**src/rtl/julia_pkg.sv**
```systemverilog
// julia_pkg: shared types and constants for the Julia pixel pipeline
package julia_pkg;
  typedef enum logic [1:0] {IDLE, DISPATCH, DRAIN, DONE} dispatch_state_t;
  localparam int FRAC_BITS = 28;
  localparam logic [31:0] BYTES_PER_PIXEL = 32'd4;
endpackage

```
**src/rtl/lowest_idle_pick.sv**
```systemverilog
// lowest_idle_pick: one-hot grant of the lowest set bit of idle, valid when any bit set
//   idle  in  NUM_JULIA  candidate mask
//   grant out NUM_JULIA  one-hot lowest set bit (zero when idle is zero)
//   valid out 1          idle is nonzero
module lowest_idle_pick #(
  parameter int NUM_JULIA = 16
) (
  input  logic [NUM_JULIA-1:0] idle,
  output logic [NUM_JULIA-1:0] grant,
  output logic                 valid
);
  assign grant = idle & (~idle + NUM_JULIA'(1));
  assign valid = |idle;
endmodule

```
**src/rtl/pixel_dispatch.sv**
```systemverilog
// pixel_dispatch: issues frame pixels in raster order to the lowest-index idle Julia core
//   clk, rst            clock, synchronous active-high reset
//   start               frame start pulse, honoured only in IDLE
//   re_min/im_max/step  Q4.28 origin and per-pixel increment, latched on start
//   free                per-core pulse returning a core to idle
//   load                one-hot core strobe for pix_address/c_re/c_im
//   busy/frame_done     not-IDLE level / end-of-frame pulse
//   protocol_err        sticky: free seen for a core already idle
module pixel_dispatch
  import julia_pkg::*;
#(
  parameter int          NUM_JULIA = 16,
  parameter int          H_RES     = 640,
  parameter int          V_RES     = 480,
  parameter logic [31:0] FB_BASE   = 32'h0000_0000
) (
  input  logic                 clk,
  input  logic                 rst,
  input  logic                 start,
  input  logic [31:0]          re_min,
  input  logic [31:0]          im_max,
  input  logic [31:0]          step,
  input  logic [NUM_JULIA-1:0] free,
  output logic [NUM_JULIA-1:0] load,
  output logic [31:0]          pix_address,
  output logic [31:0]          c_re,
  output logic [31:0]          c_im,
  output logic                 busy,
  output logic                 frame_done,
  output logic                 protocol_err
);
  localparam int XW = $clog2(H_RES + 1);
  localparam int YW = $clog2(V_RES + 1);
  dispatch_state_t state;
  logic [NUM_JULIA-1:0] idle, grant;
  logic valid, last_col, last_row;
  logic [XW-1:0] x;
  logic [YW-1:0] y;
  logic [31:0] re_org, step_r;
  lowest_idle_pick #(.NUM_JULIA(NUM_JULIA)) u_pick (
    .idle (idle),
    .grant(grant),
    .valid(valid)
  );
  // load is gated by rst so nothing is strobed in the cycle reset is applied
  assign load       = (state == DISPATCH && !rst) ? grant : '0;
  assign busy       = state != IDLE;
  assign frame_done = state == DONE;
  assign last_col   = x == XW'(H_RES - 1);
  assign last_row   = y == YW'(V_RES - 1);
  always_ff @(posedge clk) begin
    if (rst) begin
      state        <= IDLE;
      idle         <= '1;
      x            <= '0;
      y            <= '0;
      pix_address  <= FB_BASE;
      c_re         <= '0;
      c_im         <= '0;
      re_org       <= '0;
      step_r       <= '0;
      protocol_err <= 1'b0;
    end else begin
      idle <= (idle | free) & ~load;
      if (|(free & idle)) protocol_err <= 1'b1;
      case (state)
        IDLE: if (start) begin
          re_org      <= re_min;
          step_r      <= step;
          x           <= '0;
          y           <= '0;
          pix_address <= FB_BASE;
          c_re        <= re_min;
          c_im        <= im_max;
          state       <= DISPATCH;
        end
        DISPATCH: if (valid) begin
          pix_address <= pix_address + BYTES_PER_PIXEL;
          x           <= last_col ? '0 : x + XW'(1);
          y           <= last_col ? y + YW'(1) : y;
          c_re        <= last_col ? re_org : c_re + step_r;
          c_im        <= last_col ? c_im - step_r : c_im;
          if (last_col && last_row) state <= DRAIN;
        end
        DRAIN: if (&idle) state <= DONE;
        default: state <= IDLE;
      endcase
    end
  end
endmodule

```
**config.mk**
```make
export PLATFORM = sky130hd
export DESIGN_NAME = pixel_dispatch
export DESIGN_NICKNAME = d
export VERILOG_FILES = /design/src/rtl/julia_pkg.sv /design/src/rtl/lowest_idle_pick.sv /design/src/rtl/pixel_dispatch.sv
export SDC_FILE = /design/constraint.sdc
export NUM_CORES = 1
export LEC_CHECK = 0
export CORE_MARGIN = 2
export CORE_UTILIZATION = 45
export CTS_BUF_LIST = sky130_fd_sc_hd__clkbuf_8 sky130_fd_sc_hd__clkbuf_16
export CTS_CLUSTER_SIZE = 12
export DETAILED_ROUTE_END_ITERATION = 16
export HOLD_SLACK_MARGIN = 0.15
export PLACE_DENSITY = 0.76
export SKIP_LAST_GASP = 1
export SLEW_MARGIN = 0
export SYNTH_ARGS = -nofsm -noshare
export SYNTH_HDL_FRONTEND = slang
export SYNTH_SLANG_ARGS = --single-unit
```
**constraint.sdc**
```tcl
create_clock -name clk -period 4.25 [get_ports clk]
set_clock_uncertainty 0.05 [all_clocks]
set_input_delay 0.85 -clock clk [delete_from_list [all_inputs] [get_ports clk]]
set_output_delay 0.85 -clock clk [all_outputs]
set_load 0.005 [all_outputs]
```
==> key figures <==
Worst hold path
  • Hold WC Path Type: flip-flop to flip-flop
  • Hold_sp: re_org[12]
  • Worst hold endpoint: re_org[12]
  • Hold depth: 2

Critical path
  • Critical path startpoint category: input pin
  • FF-to-FF setup slack: 0.87 ns
  • Critical path fanouts, max: 6
  • Reg-to-Reg End: c_im[25]
  • WP data arrival: 3.00 ns
  • Reg2reg start: state[0]
  • Crit path capture type: output port
  • Reg2Reg Depth: 10
  • Worst Path Required: 3.35 ns
  • Slowest cell on crit path: clkdlybuf4s50_1
  • Critical path type: input pin to output port
  • Critical Path Max Stage Delay: 0.57 ns
  • CP Cell Sequence: buf_4 -> inv_1 -> nand2_1 -> or4_1 -> nor3_1 -> nand2b_1 -> nor4b_1 -> clkdlybuf4s50_1
  • Delay-heaviest family, CP: simple AND/OR/NAND/NOR gates
  • CP bufs+invs: 3

Cells and area
  • Most common cell after layout, fill and taps aside: nand2_1
  • Syn-to-layout area delta: 26.8%
  • Share of post-route cells with drive strength above 1: 0.0410
  • Commonest non-fill, non-tap cells in the layout: 232 x nand2_1, 226 x clkdlybuf4s50_1, 196 x dfxtp_1
  • Nets@finish: 1,906

Power and ir drop
  • Static Leak: around 5.7 nW
  • Int Pwr: roughly 5.8 mW
  • P_sw: 4.61 mW
  • Combinational Power Share: 0.578
  • Sequential share of power: 0.257
  • Peak VDD IR: around 0.44 mV
  • Clock Power Share: 0.165
  • Sw frac: 0.444
  • Pwr per Cell Area: 697 nW/um2

Route
  • Initial DRT Pass Iterations: 5
  • Via density per instance: 5.67
  • DRT Wirelength: 35,400 um
  • Routed len/inst: 17.1 um
  • Antenna viol nets, final: 0
  • Total number of vias: 11,738
  • DR iter-0 viols: 941
  • Drc violations: 0

Die
  • Die area: between 20,000 and 30,000 um2
  • Die Height: 166 um
  • Core footprint: between 20,000 and 30,000 um2
  • Num ports: 230
  • Number of core rows: 59
  • Initial Util: 0.455
  • Chip width: 166 um

Clock network
  • CTS tree: built
  • Clock root buffer: clkbuf_16
  • Total CTS buffers: 17
  • Clk slew on worst S/H paths: around 0.070 ns
  • Worst-Skew Late Latency: 0.44 ns
  • Setup repair bufs after CTS: 0
  • Post-CTS Resized: 0
  • Htree depth: 4
  • CTS max path bufs: 2
  • CTS Hold Bufs: 0
  • CTS Sinks: 196

Timing
  • Slew of the pin with the lowest slew margin: 1.05 ns
  • Post-route minimum period: 3.90 ns
  • Slew Viols, Final: 0
  • Fmax: 257 MHz
  • Final setup fails: 0
  • Worst hold slack: 0.408 ns
  • Slew margin rel.: 0.303
  • RSZ-0062 raised after global routing: false
  • Setup TNS: 0 ns
  • Final Hold Violating Endpoints: 0
  • Setup slack after layout: 0.353 ns
  • Fin crit share: 0.917

Synthesis
  • Post-synth EDFFs: 0
  • Cells after Synth: 1,545
  • Register area share after synthesis: 0.334
  • Ys Warns: 0
  • Average size of a mapped cell: 7.61 um2
  • Ys flop type: dfxtp_1
  • Mapped Area: 11,800 um2
  • Synth Register Bits: 196
  • Post-synth cell types: 76
  • Asr flop ratio synth: 0

Place
  • Final GP Congestion: between 0.8 and 0.9
  • Pre-CTS setup slack: a little under 0.4 ns
  • Dpl hpwl: 26,100 um
  • PortBufs: 227

GRT
  • Global-route wire length before repair: about 56,000 um
  • Largest net degree at the start of global routing: slightly above 90
  • All-Layer GR Usage: 0.255
  • GRT overflow: 0
  • Initial antenna violation count: 1
  • Vias in the first global route: roughly 11,000

Run status
  • Status: finished clean

Flow run
  • MaxCap Viol Count: 0
## cells in the mapped netlist, types with 6 or more instances
cell type,instances,area share
a211oi_1,24,0.015
o211ai_1,19,0.012
clkbuf_1,78,0.025
and3_1,15,0.0080
a22oi_1,6,0.0038
nor3b_1,10,0.0064
a21oi_1,185,0.079
nor3_1,41,0.017
a21o_1,28,0.018
o22ai_1,14,0.0075
and2_1,11,0.0059
a31oi_1,13,0.0069
o31ai_1,6,0.0038
dfxtp_1,196,0.33
o21ai_0,58,0.025
nand3b_1,6,0.0038
ha_1,69,0.073
nor2_1,156,0.050
inv_1,59,0.019
or3_1,8,0.0043
xor2_1,43,0.032
o21a_1,8,0.0051
mux2i_1,23,0.020
nand2b_1,23,0.012
nand4_1,31,0.017
xnor2_1,44,0.033
nand2_1,233,0.074
buf_1,8,0.0026
nand3_1,45,0.019
## power groups by stage
stage	clock network [mW]	registers (mW)	logic (mW)
final	1.72	2.66	6.00
after global routing	1.82	2.72	6.63
after CTS	1.74	2.66	5.95
after detailed placement	0	2.69	5.91
after global placement	0	2.68	5.82
after floorplan	0	2.58	4.19
## worst register-to-register path: stages, from the launching register on
cell	delay, ns
dfxtp_1	0.45
ha_4	0.17
buf_4	0.51
buf_4	0.66
nand2_1	0.16
nand2_1	0.49
nor2_1	0.34
nand4_1	0.19
o31ai_1	0.08
nor2_1	0.11
nand3_1	0.08
## worst max path at each step
stage          startpoint      end  slack [ns]  cells after the start
2_1_floorplan         rst  load[8]        1.08                      7
3_3_place_gp          rst  load[8]        0.43                      8
3_5_place_dp          rst  load[8]        0.38                      8
4_1_cts          state[0]  load[8]        0.37                      7
5_1_grt          state[0]  load[8]        0.21                      7
6_report              rst  load[8]        0.35                      8
## layout make-up
cell class              instances  area (um2)
diodes                          1        2.50
multi-input cells            1202        7310
clock buffers                  18         439
clock inverters                14         180
repair buffers                244        2400
flip-flops and latches        196        3920
well taps                     335         419
inverters                      59         221
fillers                      2407       10900
## per-stage QoR
step / std cells / utilization / instance area (um2) / total power, mW
after floorplan: 1546 / - / 11800 / 6.76
after global placement: 2036 / 0.552 / 14300 / 8.50
after detailed placement: 2036 / 0.552 / 14300 / 8.61
after CTS: 2068 / 0.576 / 14900 / 10.4
after global routing: 2069 / 0.577 / 14900 / 11.2
final: 2069 / 0.577 / 14900 / 10.4
## kinds of logic after synthesis
| kind of cell | synth area share |
|---|---|
| AND/OR/NAND/NOR | 0.234 |
| AO/OA/AOI/OAI | 0.221 |
| flip-flops | 0.334 |
| buffers and inverters | 0.0480 |
| XOR/XNOR | 0.0648 |
| adder cells (fa/ha/maj) | 0.0769 |
| multiplexers | 0.0206 |
| other | 0.000319 |
## routing by layer
layer | part of all wire | global-route usage | vias to the layer above
met2 | 0.45 | 0.411 | 410
li1 | - | - | 5813
met4 | 0.017 | 0.0662 | 0
met5 | 0 | 0 | -
met1 | 0.46 | 0.348 | 5474
met3 | 0.076 | 0.0490 | 41
## state kept, by name, summed over array words and instances, names as in the netlist
signal / flops
c_im: 32
c_re: 32
re_org: 32
step_r: 32
pix_address: 30
idle: 16
x: 10
y: 9
state: 2
protocol_err: 1
Note: power is estimated with default switching activity, not from simulation.
